### config.mk
export PLATFORM = sky130hd
export DESIGN_NAME = fir_stream_feeder
export DESIGN_NICKNAME = d
export VERILOG_FILES = /design/src/rtl/fir_stream_feeder_pkg.sv /design/src/rtl/fir_sample_fifo.sv /design/src/rtl/fir_stream_feeder.sv
export SDC_FILE = /design/constraint.sdc
export NUM_CORES = 1
export LEC_CHECK = 0
export ABC_CLOCK_PERIOD_IN_PS = 5440
export BUFFER_PORTS_ARGS = -buffer_cell sky130_fd_sc_hd__buf_2
export CORE_MARGIN = 2
export CORE_UTILIZATION = 25
export CTS_CLUSTER_SIZE = 25
export DETAILED_ROUTE_END_ITERATION = 8
export PLACE_DENSITY = 0.46
export SLEW_MARGIN = 20
export SYNTH_ARGS = -nofsm -noshare
export SYNTH_HDL_FRONTEND = slang
export SYNTH_SLANG_ARGS = --single-unit
### constraint.sdc
create_clock -name clock -period 5.44 [get_ports clock]
set_input_delay 1.088 -clock clock [delete_from_list [all_inputs] [get_ports clock]]
set_output_delay 1.088 -clock clock [all_outputs]
set_load 0.01 [all_outputs]
### src/rtl/fir_stream_feeder_pkg.sv
// fir_stream_feeder_pkg: shared types, default sizing and width helper for the FIR stream feeder
package fir_stream_feeder_pkg;
    typedef logic [31:0] fp_32_t;
    typedef enum logic [2:0] {IDLE, FIR_RST, LOAD_COEF, EMIT_COEF, STREAM, DRAIN} feeder_state_t;
    localparam int DEF_NUM_TAPS = 4;
    localparam int DEF_FIFO_DEPTH = 8;
    localparam int DEF_SAMPLE_INTERVAL = 2;
    function automatic int cnt_width(input int max_val);
        return $clog2(max_val + 1);
    endfunction
endpackage

### src/rtl/fir_sample_fifo.sv
// fir_sample_fifo: single-clock FIFO; pointers carry one extra wrap bit to tell full from empty
module fir_sample_fifo #(
    parameter int WIDTH = 32,
    parameter int DEPTH = 8
) (
    input  logic             clock,
    input  logic             resetN,
    input  logic             push,
    input  logic [WIDTH-1:0] push_data,
    input  logic             pop,
    output logic [WIDTH-1:0] head,
    output logic             full,
    output logic             empty
);
    localparam int AW = $clog2(DEPTH);
    logic [WIDTH-1:0] mem [DEPTH];
    logic [AW:0] wr_ptr;
    logic [AW:0] rd_ptr;
    assign empty = wr_ptr == rd_ptr;
    assign full = (wr_ptr[AW] != rd_ptr[AW]) && (wr_ptr[AW-1:0] == rd_ptr[AW-1:0]);
    assign head = mem[rd_ptr[AW-1:0]];
    always_ff @(posedge clock) begin
        if (!resetN) begin
            wr_ptr <= '0;
            rd_ptr <= '0;
        end else begin
            if (push && !full) wr_ptr <= wr_ptr + 1'b1;
            if (pop && !empty) rd_ptr <= rd_ptr + 1'b1;
        end
    end
    always_ff @(posedge clock) begin
        if (push && !full) mem[wr_ptr[AW-1:0]] <= push_data;
    end
endmodule

### src/rtl/fir_stream_feeder.sv
// fir_stream_feeder: loads FIR coefficients, replays them back-to-back, then paces buffered samples onto fir_x
module fir_stream_feeder
    import fir_stream_feeder_pkg::*;
#(
    parameter int NUM_TAPS = DEF_NUM_TAPS,
    parameter int FIFO_DEPTH = DEF_FIFO_DEPTH,
    parameter int SAMPLE_INTERVAL = DEF_SAMPLE_INTERVAL
) (
    input  logic        clock,
    input  logic        resetN,
    input  logic        start,
    input  logic        stop,
    input  logic        coef_valid,
    input  logic [31:0] coef_data,
    output logic        coef_ready,
    input  logic        sample_valid,
    input  logic [31:0] sample_data,
    output logic        sample_ready,
    output logic        fir_resetN,
    output logic [31:0] fir_x,
    output logic        busy,
    output logic [15:0] underrun_cnt
);
    localparam int ZERO_CYCLES = NUM_TAPS * SAMPLE_INTERVAL;
    localparam int CW = cnt_width(ZERO_CYCLES);
    localparam int SW = cnt_width(SAMPLE_INTERVAL);
    localparam int IW = $clog2(NUM_TAPS);
    feeder_state_t state, state_d;
    fp_32_t coef_buf [NUM_TAPS];
    fp_32_t fir_x_d;
    fp_32_t head;
    logic [IW-1:0] idx, idx_d, emit_idx;
    logic [CW-1:0] cnt, cnt_d;
    logic [SW-1:0] slot, slot_d;
    logic stop_q, stop_d, zero_q, zero_d;
    logic pop, push, full, empty, coef_we, underrun_inc, slot_last;
    assign sample_ready = !full && (state inside {LOAD_COEF, EMIT_COEF, STREAM});
    assign push = sample_valid && sample_ready;
    assign slot_last = slot == SW'(SAMPLE_INTERVAL - 1);
    assign emit_idx = IW'(NUM_TAPS - 1 - int'(cnt));
    fir_sample_fifo #(.WIDTH(32), .DEPTH(FIFO_DEPTH)) u_fifo (
        .clock     (clock),
        .resetN    (resetN),
        .push      (push),
        .push_data (sample_data),
        .pop       (pop),
        .head      (head),
        .full      (full),
        .empty     (empty)
    );
    // fir_x_d is the value fir_x will hold in the cycle after this one
    always_comb begin
        state_d = state;
        idx_d = idx;
        cnt_d = cnt;
        slot_d = slot;
        stop_d = stop_q;
        zero_d = zero_q;
        fir_x_d = '0;
        pop = 1'b0;
        coef_we = 1'b0;
        underrun_inc = 1'b0;
        case (state)
            IDLE: state_d = start ? FIR_RST : IDLE;
            FIR_RST: begin
                state_d = LOAD_COEF;
                idx_d = '0;
            end
            LOAD_COEF: if (coef_valid) begin
                coef_we = 1'b1;
                idx_d = idx + 1'b1;
                if (idx == IW'(NUM_TAPS - 1)) begin
                    state_d = EMIT_COEF;
                    cnt_d = '0;
                end
            end
            EMIT_COEF: if (cnt == CW'(NUM_TAPS)) begin
                state_d = STREAM;
                slot_d = '0;
                stop_d = 1'b0;
                pop = !empty;
                fir_x_d = empty ? '0 : head;
                underrun_inc = empty;
            end else begin
                cnt_d = cnt + 1'b1;
                fir_x_d = coef_buf[emit_idx];
            end
            STREAM: begin
                stop_d = stop_q || stop;
                if (slot_last) begin
                    slot_d = '0;
                    pop = !empty;
                    fir_x_d = empty ? '0 : head;
                    if (stop_q || stop) begin
                        state_d = DRAIN;
                        zero_d = empty;
                        cnt_d = '0;
                    end else begin
                        underrun_inc = empty;
                    end
                end else begin
                    slot_d = slot + 1'b1;
                    fir_x_d = fir_x;
                end
            end
            DRAIN: if (zero_q) begin
                if (cnt == CW'(ZERO_CYCLES - 1)) begin
                    state_d = IDLE;
                    zero_d = 1'b0;
                end else begin
                    cnt_d = cnt + 1'b1;
                end
            end else if (slot_last) begin
                slot_d = '0;
                pop = !empty;
                fir_x_d = empty ? '0 : head;
                zero_d = empty;
                cnt_d = '0;
            end else begin
                slot_d = slot + 1'b1;
                fir_x_d = fir_x;
            end
            default: state_d = IDLE;
        endcase
    end
    always_ff @(posedge clock) begin
        if (!resetN) begin
            state <= IDLE;
            idx <= '0;
            cnt <= '0;
            slot <= '0;
            stop_q <= 1'b0;
            zero_q <= 1'b0;
            fir_x <= '0;
            fir_resetN <= 1'b0;
            busy <= 1'b0;
            coef_ready <= 1'b0;
            underrun_cnt <= '0;
        end else begin
            state <= state_d;
            idx <= idx_d;
            cnt <= cnt_d;
            slot <= slot_d;
            stop_q <= stop_d;
            zero_q <= zero_d;
            fir_x <= fir_x_d;
            fir_resetN <= !(state_d inside {IDLE, FIR_RST});
            busy <= state_d != IDLE;
            coef_ready <= state_d == LOAD_COEF;
            if (underrun_inc && underrun_cnt != 16'hFFFF) underrun_cnt <= underrun_cnt + 16'd1;
        end
    end
    always_ff @(posedge clock) begin
        if (coef_we) coef_buf[idx] <= coef_data;
    end
endmodule
---- After elaboration in Yosys (flattened, before gate mapping) ----
Memory sizes are Yosys's and may differ from the RTL's. A register that Yosys moved wholly into a read port is not among the register bits.
Cells that the tools add are included.
cells by class
  multiplexer cells ....................... 53
  reductions and logical operators ........ 25
  equality and inequality tests ........... 24
  $add $sub $neg .......................... 7
operators with widths
  kind                     number
  $mux W32                 4
  $pmux W32 S3             1
  $mux W4                  8
  $mux W3                  9
  $mux W1                  19
  $pmux W3 S6              1
  $add A16 B1 Y16 const B  1
  $ne A16 B16 Y1 const B   1
  $pmux W4 S4              1
  $add A4 B1 Y4 const B    3
  $eq A3 B2 Y1 const B     3
  $reduce_bool A3 Y1       3
  $eq A4 B3 Y1 const B     2
  $mux W2                  4
  $ne A2 B2 Y1 const B     4
  $reduce_and A8 Y1        1
  $reduce_bool A2 Y1       4
  $eq A3 B1 Y1 const B     2
  $eq A3 B3 Y1 const B     2
  $logic_and A1 B1 Y1      6
  $logic_not A3 Y1         2
  $ne A2 B1 Y1 const B     3
  $ne A3 B3 Y1 const B     2
  $pmux W1 S2              3
  15 further kinds         20
storage, ports and cells
  bits in registers ....................... 72
  input port bits ......................... 70
  RAM bits ................................ 384
  memories ................................ 2
memories
  memory      depth  bits a word  read ports  clocked after Yosys merged registers in  wr ports  line                     text
  u_fifo.mem  8      32           1           1                                        1         fir_sample_fifo.sv:16    logic [WIDTH-1:0] mem [DEPTH];
  coef_buf    4      32           1           0                                        1         fir_stream_feeder.sv:29  fp_32_t coef_buf [NUM_TAPS];

---- Longest topological paths before layout ----
Gate-level depths: netlist of the first run.
  depth in word-level cells ............... 8
  mapped depth ............................ 11
  gate-level depth less buffers ........... 7

---- Hierarchy ----
Synthesis of the first run repeated with hierarchy kept, for this count alone.
second synthesis, totals
  cells, all modules ...................... 950
  area, all modules ....................... 18014.8 um^2
by module, submodules not included
  module             sequential area each (um^2)  cells an instance  area an instance (um^2)  times used
  fir_sample_fifo    7907.6                       453                10470.0                  1
  fir_stream_feeder  5124.9                       497                7544.7                   1

---- Worst setup path before layout of the first run ----
Ideal clock, no wire load.
  kind .................................... input to register
  start point ............................. input port sample_valid
  end point ............................... memory u_fifo.mem[0][0], enable pin
  stages on the path ...................... 2
  path buffers ............................ 0
  library setup time ...................... 0.502 ns
  slack ................................... 0.509 ns
  arrival ................................. 4.428 ns
  required time ........................... 4.938 ns
  cell sequence ........................... o211ai_1 > nor4_1
between the ends
  word-level cells in the longest chain between the ends .. 4
ends and longest elaborated chain
  item                           line                     text
  from (decl)                    fir_stream_feeder.sv:16  input logic sample_valid,
  $logic_and A1 B1 Y1            fir_stream_feeder.sv:38  assign push = sample_valid && sample_ready;
  $logic_and A1 B1 Y1            fir_sample_fifo.sv:32    if (push && !full) mem[wr_ptr[AW-1:0]] <= push_data;
  $mux W1                        fir_sample_fifo.sv:32
  $mux W1 (not written as such)  fir_sample_fifo.sv:32
  to (decl)                      fir_sample_fifo.sv:16
Every way passes these cells.

---- Worst setup path in the final report of the first run ----
  start point ............................. register state[1]
  end point ............................... output port sample_ready
between the ends
  word-level cells in the longest chain between the ends .. 3
  elaborated cells on any way between the ends .. 5
ends and longest elaborated chain
  item                                          line                      text
  from (decl)                                   fir_stream_feeder.sv:28   feeder_state_t state, state_d;
  from (signal assigned)                        fir_stream_feeder.sv:140  state <= state_d;
  $eq A3 B2 Y1 or $eq A3 B3 Y1 (tied branches)  fir_stream_feeder.sv:37   assign sample_ready = !full && (state inside {LOAD_COEF, EMIT_COEF, STREAM});
  $reduce_bool A3 Y1 (*)                        fir_stream_feeder.sv:37
  $logic_and A1 B1 Y1 (*)                       fir_stream_feeder.sv:37
  to (decl)                                     fir_stream_feeder.sv:18   output logic sample_ready,
Mark *: on every way between the ends. The rest lies on a longest branch, timed or not.

==> impl_results.md, run 1 <==
* Status: complete, no violations
* CP peak stage delay at between 500 and 600 ps
* Final Hold Viols at 0
* Remaining antenna violation count at 0
* Synth unique cells at between 50 and 60
* Ys async rst share at 0
* Worst-path clk slew at about 70 ps
* Utilization after layout at 0.300
* CTS max path bufs at 3
* Clock Sinks at around 460
* Port buffer count at about 120
* Initial Util at 0.253
* Largest net degree at the start of global routing at 42
* Synth Warn # at 0
* Clock period minus worst slack at 3020 ps
* Worst Reg-to-Reg Cells at 5
* TritonCTS buffer count at between 40 and 50
* DRC viols at 0
* Cells after Synth at 943
* WL final at ~43000 µm
* Number of global-route vias before repair at between 9000 and 10000
* Gpl congestion at around 0.72
* CTS Hold Bufs at 0
* Mean area per synthesized cell at 18.8 µm²
* WP data required at about 4400 ps
* Hold Path End: slot[1]
* RR Endpoint: fir_x[22]
* CTS tree: done
* Tot GR Track Use at 0.115
* FF-to-FF setup slack at 2730 ps
* Core ar. at around 70000 µm²
* Maximum VDD drop at approximately 0.21 mV
* Crit. End Element: primary output
* Power Dens Cells at 339 nW/µm²
* Post-Place Cell Area at 19500 µm²
* First-pass GRT wire length at between 60000 and 70000 µm
* Synthesized net count at between 1000 and 1500
* Max Clk Rate at between 0.3 and 0.4 GHz
* CP Class: reg -> out
* Worst-skew pair later-pin latency at approximately 600 ps
* CP max-delay cell: dfxtp_1
* Hold path depth at 1
* RSZ-0062 raised after global routing: no
* Placement Rows at just under 100
* Most common cell after layout, fill and taps aside: edfxtp_1
* Mapped Area at roughly 18000 µm²
* Fin Clk Skew at ~23 ps
* Largest area contributor in the netlist: edfxtp_1
* Synth top area cells: edfxtp_1 (65%), mux4_2 (12%), dfxtp_1 (8.5%), mux2_2 (2.1%), a222oi_1 (1.8%)
* Initial antenna violation count at 14
* Setup Viol. Count Final at 0
* Hold path start: slot[1]
* H-tree depth at 2
* DR vias/cell at around 4.5
* Die area at roughly 73000 µm²
* Post-CTS Setup Bufs at 0
* MaxCap Viol Count at 0
* Overflow after GRT at 0
* Crit-path max FO at 12
* Layout cell share with drive strength beyond 1 at 0.327
* Placed cell count at 1971
* Most frequent cells in the layout: edfxtp_1 (384), buf_2 (121), mux4_2 (96)
* Yosys reg bits at between 400 and 500
* Die Span X at 271 µm
* Post-Layout Inst Area at 21000 µm²
* Post-DR wirelength/cell at between 20 and 25 µm
* Slew margin rel. at 0.331
* Root Buffer Master: clkbuf_16
* TritonRoute pass-1 iters at 8
* CTS-repair resized insts at 0
* Layout Cells excl Fill at just over 2000
* Chip Height at roughly 270 µm
* Top-area cell type share of the netlist area at 0.649
* Final worst path period share at 0.555
* Nets at about 1200
* Register area share after synthesis at 0.734
* Worst-Margin Slew at 1000 ps
* Setup_tns at 0 ps
* DRT iter0 DRCs at ~700
* IO Pins at approximately 120
* Data arrival, critical path at 1930 ps
* DPL Wire Length at 26200 µm
* Ordered cell list for the critical path: and2b_1 > o21a_1 > buf_2
* Main synth FF type: edfxtp_1
* Post-synth EDFFs at 384
* Area Growth Syn to Fin at 18.3%
* Slew Limit Fails at 0
* Leakage power at approximately 6.6 nW
* DR vias at a little over 9000
* Worst Hold Class: reg -> reg
* Startpoint types: flop
[final cells by class]
class,count,area [µm²]
diodes,3,7.51
repair buffers,144,778
flip-flops and latches,459,13000
well taps,940,1180
inverters,11,41.3
clock buffers,61,1300
multi-input cells,417,4470
fillers,7001,49100
clock inverters,25,200
[report_power, final]
part           internal [mW]  switching [mW]  total (mW)
Sequential              3.83          0.0121        3.84
Combinational         0.0530          0.0947       0.148
Clock                   1.78            1.36        3.15
Total                   5.67            1.47        7.13
[metal layers]
layer  up-vias  global-route usage  share of wire
li1       4143                   -              -
met1      4790               0.157           0.45
met2       205               0.185           0.47
met3        65              0.0266          0.052
met4        10              0.0302          0.021
met5         -                   0         0.0016
[registers in the layout, summed over array words and instances (netlist names), named ones only]
name           flops
u_fifo.mem       256
coef_buf         128
fir_x             32
underrun_cnt      16
cnt                4
u_fifo.rd_ptr      4
u_fifo.wr_ptr      4
state              3
idx                2
slot               2
busy               1
coef_ready         1
fir_resetN         1
stop_q             1
zero_q             1
[cells in the mapped netlist (4+ instances only)]
cell type	number
xnor2_1	6
mux2_2	33
clkbuf_1	27
nor2_1	61
a222oi_1	32
buf_2	19
nand3_1	17
or4_1	10
nand2_1	25
o21ai_0	8
nor3_1	4
nand2b_1	6
o31ai_1	10
mux4_2	96
mux2i_1	4
inv_1	11
nand4_1	4
buf_6	5
dfxtp_1	75
ha_1	9
and2_1	10
edfxtp_1	384
and2b_1	4
a21oi_1	23
o2111ai_1	4
buf_1	4
[per-stage QoR]
stage	power [mW]	setup slack, ps	hold WS (ps)
CTS	7.24	2390	481
global placement	4.06	2630	468
global route	7.38	2270	501
finish	7.13	2420	473
detailed placement	4.07	2670	464
floorplan	3.98	509	445
[cell families (layout without fill, tap and decap cells)]
family | Yosys count | count (layout) | share of synthesized area
compound gates | 98 | 98 | 0.0427
xor+xnor | 9 | 9 | 0.00486
fa+ha+maj | 9 | 9 | 0.00634
buf+inv | 67 | 241 | 0.0178
flops | 459 | 459 | 0.734
mux | 133 | 133 | 0.145
other cells | 0 | 3 | 0
simple gates | 168 | 168 | 0.0497
[how the worst max path moves through the flow]
stage	depth (start not counted)	endpoint	start
final	3	sample_ready	state[1]
after CTS	3	sample_ready	state[1]
after floorplan	2	u_fifo.mem[0][0]	sample_valid
after global placement	5	fir_x[29]	flop
after detailed placement	5	fir_x[29]	flop
after global routing	3	sample_ready	state[2]
[worst max-delay path, delay by kind of cell, from the launching register on]
kind | cells | cell delay, ps
buffers and inverters | 1 | 150
DFF | 1 | 590
and+or+nand+nor | 1 | 420
AOI/OAI and AO/OA | 1 | 190
(Power assumes the default switching activity.)
==> run 2, diff against run 1 <==
ABC_AREA = 1   (was not set)
ABC_CLOCK_PERIOD_IN_PS = 2400   (was 5440)
PLACE_DENSITY = 0.47   (was 0.46)
clock period = 2.4 ns   (was 5.44 ns; I/O delays follow)
==> impl_results.md, run 2 <==
* Status: complete, no violations
* Maximum VDD drop at 0.483 mV (+130%)
* Main synth FF type: edfxtp_1
* First-pass GRT wire length at 77800 µm (+23%)
* Nets at 1950 (+68%)
* Yosys reg bits at 459 (unchanged)
* Ys async rst share at 0 (unchanged)
* Sw Ratio at 0.222 (+0.0157)
* Worst-path clk slew at 60 ps (about the same)
* Most frequent cells in the layout: edfxtp_1 (384), nand2_1 (383), nor2_1 (233)
* Gpl congestion at 0.846 (+17%)
* Mean area per synthesized cell at 10.7 µm² (-43%)
* Fin worst setup slack at 199 ps (-2220 ps)
* Worst Hold Class: in -> reg
* Area Growth Syn to Fin at 20.1%
* DR vias/cell at 4.46 (-0.37%)
* Overflow after GRT at 0 (unchanged)
* Crit-path max FO at 7 (-5)
* WP data required at 1920 ps (-2430 ps)
* Die Span X at 277 µm (+2.5%)
* Post-synth EDFFs at 384 (unchanged)
* Worst-Margin Slew at 752 ps (-250 ps)
* Mapped Area at 18700 µm² (+5.2%)
* Max reg flops at 256 (unchanged)
* Port buffer count at 121 (unchanged)
* Clock Sinks at 459 (unchanged)
* Largest net degree at the start of global routing at 73 (+74%)
* DPL Wire Length at 32000 µm (+22%)
* Seq pwr share at 0.515 (-0.023)
* Fin Clk Skew at 20.8 ps (-2.55 ps)
* CTS tree: done
* IO Pins at 122 (unchanged)
* Chip Height at 277 µm (+2.5%)
* TritonCTS buffer count at 51 (+11%)
* Data arrival, critical path at 1720 ps (-210 ps)
* Place WS at 255 ps (-2420 ps)
* Internal power at 13.2 mW (+130%)
* Register area share after synthesis at 0.698 (-0.0360)
* Initial Util at 0.252 (-0.00146)
* CTS max path bufs at 3 (unchanged)
* Filler instances at 7567 (+8.1%)
* Final Hold Viols at 0 (unchanged)
* RSZ-0062 raised after global routing: no
* Max Clk Rate at approximately 0.45 GHz
* Clock power frac at 0.442 (about the same)
* Power Dens Cells at 757 nW/µm² (+120%)
* Placement Rows at 100 (+3.1%)
* Root Buffer Master: clkbuf_16
* Startpoint types: flop
* Remaining antenna violation count at 0 (unchanged)
* Sw power at 3.76 mW (+160%)
* Synth Warn # at 0 (unchanged)
* Leakage power at 8.08 nW (+22%)
* CTS-repair resized insts at 0 (unchanged)
* Synthesized net count at 1824 (+78%)
* Crit. End Element: primary output
* CP Class: reg -> out
* Slew Limit Fails at 0 (unchanged)
* DRT iter0 DRCs at 967 (+39%)
* CTS Hold Bufs at 0 (unchanged)
* Setup Viol. Count Final at 0 (unchanged)
* Most common cell after layout, fill and taps aside: edfxtp_1
* Slew margin rel. at 0.499 (+0.167)
* Top-area cell type share of the netlist area at 0.617 (-0.0318)
* Layout cell share with drive strength beyond 1 at 0.141 (-0.186)
* Tot GR Track Use at 0.134 (+0.0182)
* Largest area contributor in the netlist: edfxtp_1
* Final worst path period share at 0.917
* Post-DR wirelength/cell at 18.0 µm (-13%)
* DRC viols at 0 (unchanged)
* MaxCap Viol Count at 0 (unchanged)
* Synth unique cells at 34 (-39%)
* Core ar. at 74200 µm² (+5.8%)
* Clock period minus worst slack at approximately 2200 ps
* Die area at 76900 µm² (+5.1%)
* TritonRoute pass-1 iters at 5 (-3)
* Synth top area cells: edfxtp_1 (62%), dfxtp_1 (8.0%), nand2_1 (7.7%), o21ai_0 (4.9%), nor2_1 (4.9%)
* Number of global-route vias before repair at 12400 (+32%)
* Initial antenna violation count at 13 (-1)
* H-tree depth at 2 (unchanged)
* Setup_tns at 0 ps (unchanged)
* DR vias at 12846 (+39%)
* WL final at 51800 µm (+21%)
* Post-CTS Setup Bufs at 0 (unchanged)
* Combinational Power Share at 0.043 (+0.022)
* Cells after Synth at 1745 (+85%)
* Most frequent cells after synthesis: edfxtp_1 (384), nand2_1 (384), nor2_1 (245), o21ai_0 (184), nand3_1 (152)
* Worst-skew pair later-pin latency at 610 ps (+20 ps)
* Tot Pwr at 17.0 mW (+140%)
-- run 2: cell count changes after synthesis, sizes merged, moves of 32 or more --
cell	before	now
clkbuf	27	63
inv	11	88
mux2	33	0
o21ai	10	210
nor2	61	248
nand2	25	386
a21oi	24	62
nand3	17	153
mux4	96	0
a222oi	32	0
-- run 2: logic make-up (layout without fill, tap and decap cells) --
kind of cell / count (synthesis) / in the layout / synth area share
AOI/OAI and AO/OA: 278 / 278 / 0.0758
xor gates and xnor gates: 11 / 11 / 0.00516
adders and majority gates: 9 / 9 / 0.00603
buffers and inverters: 179 / 347 / 0.0379
DFF: 459 / 459 / 0.698
other: 0 / 1 / 0
and+or+nand+nor: 809 / 809 / 0.177
-- run 2: power groups by stage --
stage | Clock, mW | Combinational (mW) | Sequential, mW
2_1_floorplan | 0 | 0.377 | 8.92
3_3_place_gp | 0 | 0.730 | 8.91
4_1_cts | 7.75 | 0.748 | 8.74
5_1_grt | 8.03 | 0.825 | 8.75
6_report | 7.51 | 0.729 | 8.75
3_5_place_dp | 0 | 0.745 | 8.91
-- run 2: worst paths after layout --
check	from	to	slack (ps)	depth (start not counted)
setup / recovery	state[1]	sample_ready	200	6
hold / removal	coef_data[10]	coef_buf[1][10]	100	1
setup reg to reg	state[1]	u_fifo.mem[6][18]	220	9
hold reg to reg	slot[1]	slot[1]	440	2
-- run 2: metal layers --
metal / routed length (µm) / vias up / track usage
met5: 77 / - / 0
met4: 1190 / 12 / 0.0368
met3: 3250 / 89 / 0.0334
met2: 24100 / 324 / 0.216
met1: 23200 / 6185 / 0.178
li1: - / 6236 / -
-- run 2: cell type report --
class | instances | area, µm² | area share
inverter | 89 | 335 | 0.0149
clock buffer | 68 | 1350 | 0.0602
clock inverter | 27 | 251 | 0.0112
multi-input combinational | 1107 | 5040 | 0.225
tap | 969 | 1210 | 0.0540
antenna | 1 | 2.50 | 0.000112
timing repair buffer | 163 | 1200 | 0.0533
sequential | 459 | 13000 | 0.581
-- run 2: worst max-delay path, cell delays in order, from the launching register on --
cell	delay, ps
dfxtp_4	370
nor2_2	120
nand2_2	110
o21ai_1	170
nand2_1	110
inv_2	80
buf_2	160
-- run 2: per-stage QoR --
stage / util / area [µm²] / hold slack (ps) / std cells
after floorplan: - / 18700 / 409 / 1745
after global placement: 0.281 / 20800 / 420 / 2787
after detailed placement: 0.281 / 20800 / 422 / 2787
after CTS: 0.302 / 22400 / 58.3 / 2882
after global routing: 0.302 / 22400 / 62.7 / 2883
final: 0.302 / 22400 / 97.3 / 2883
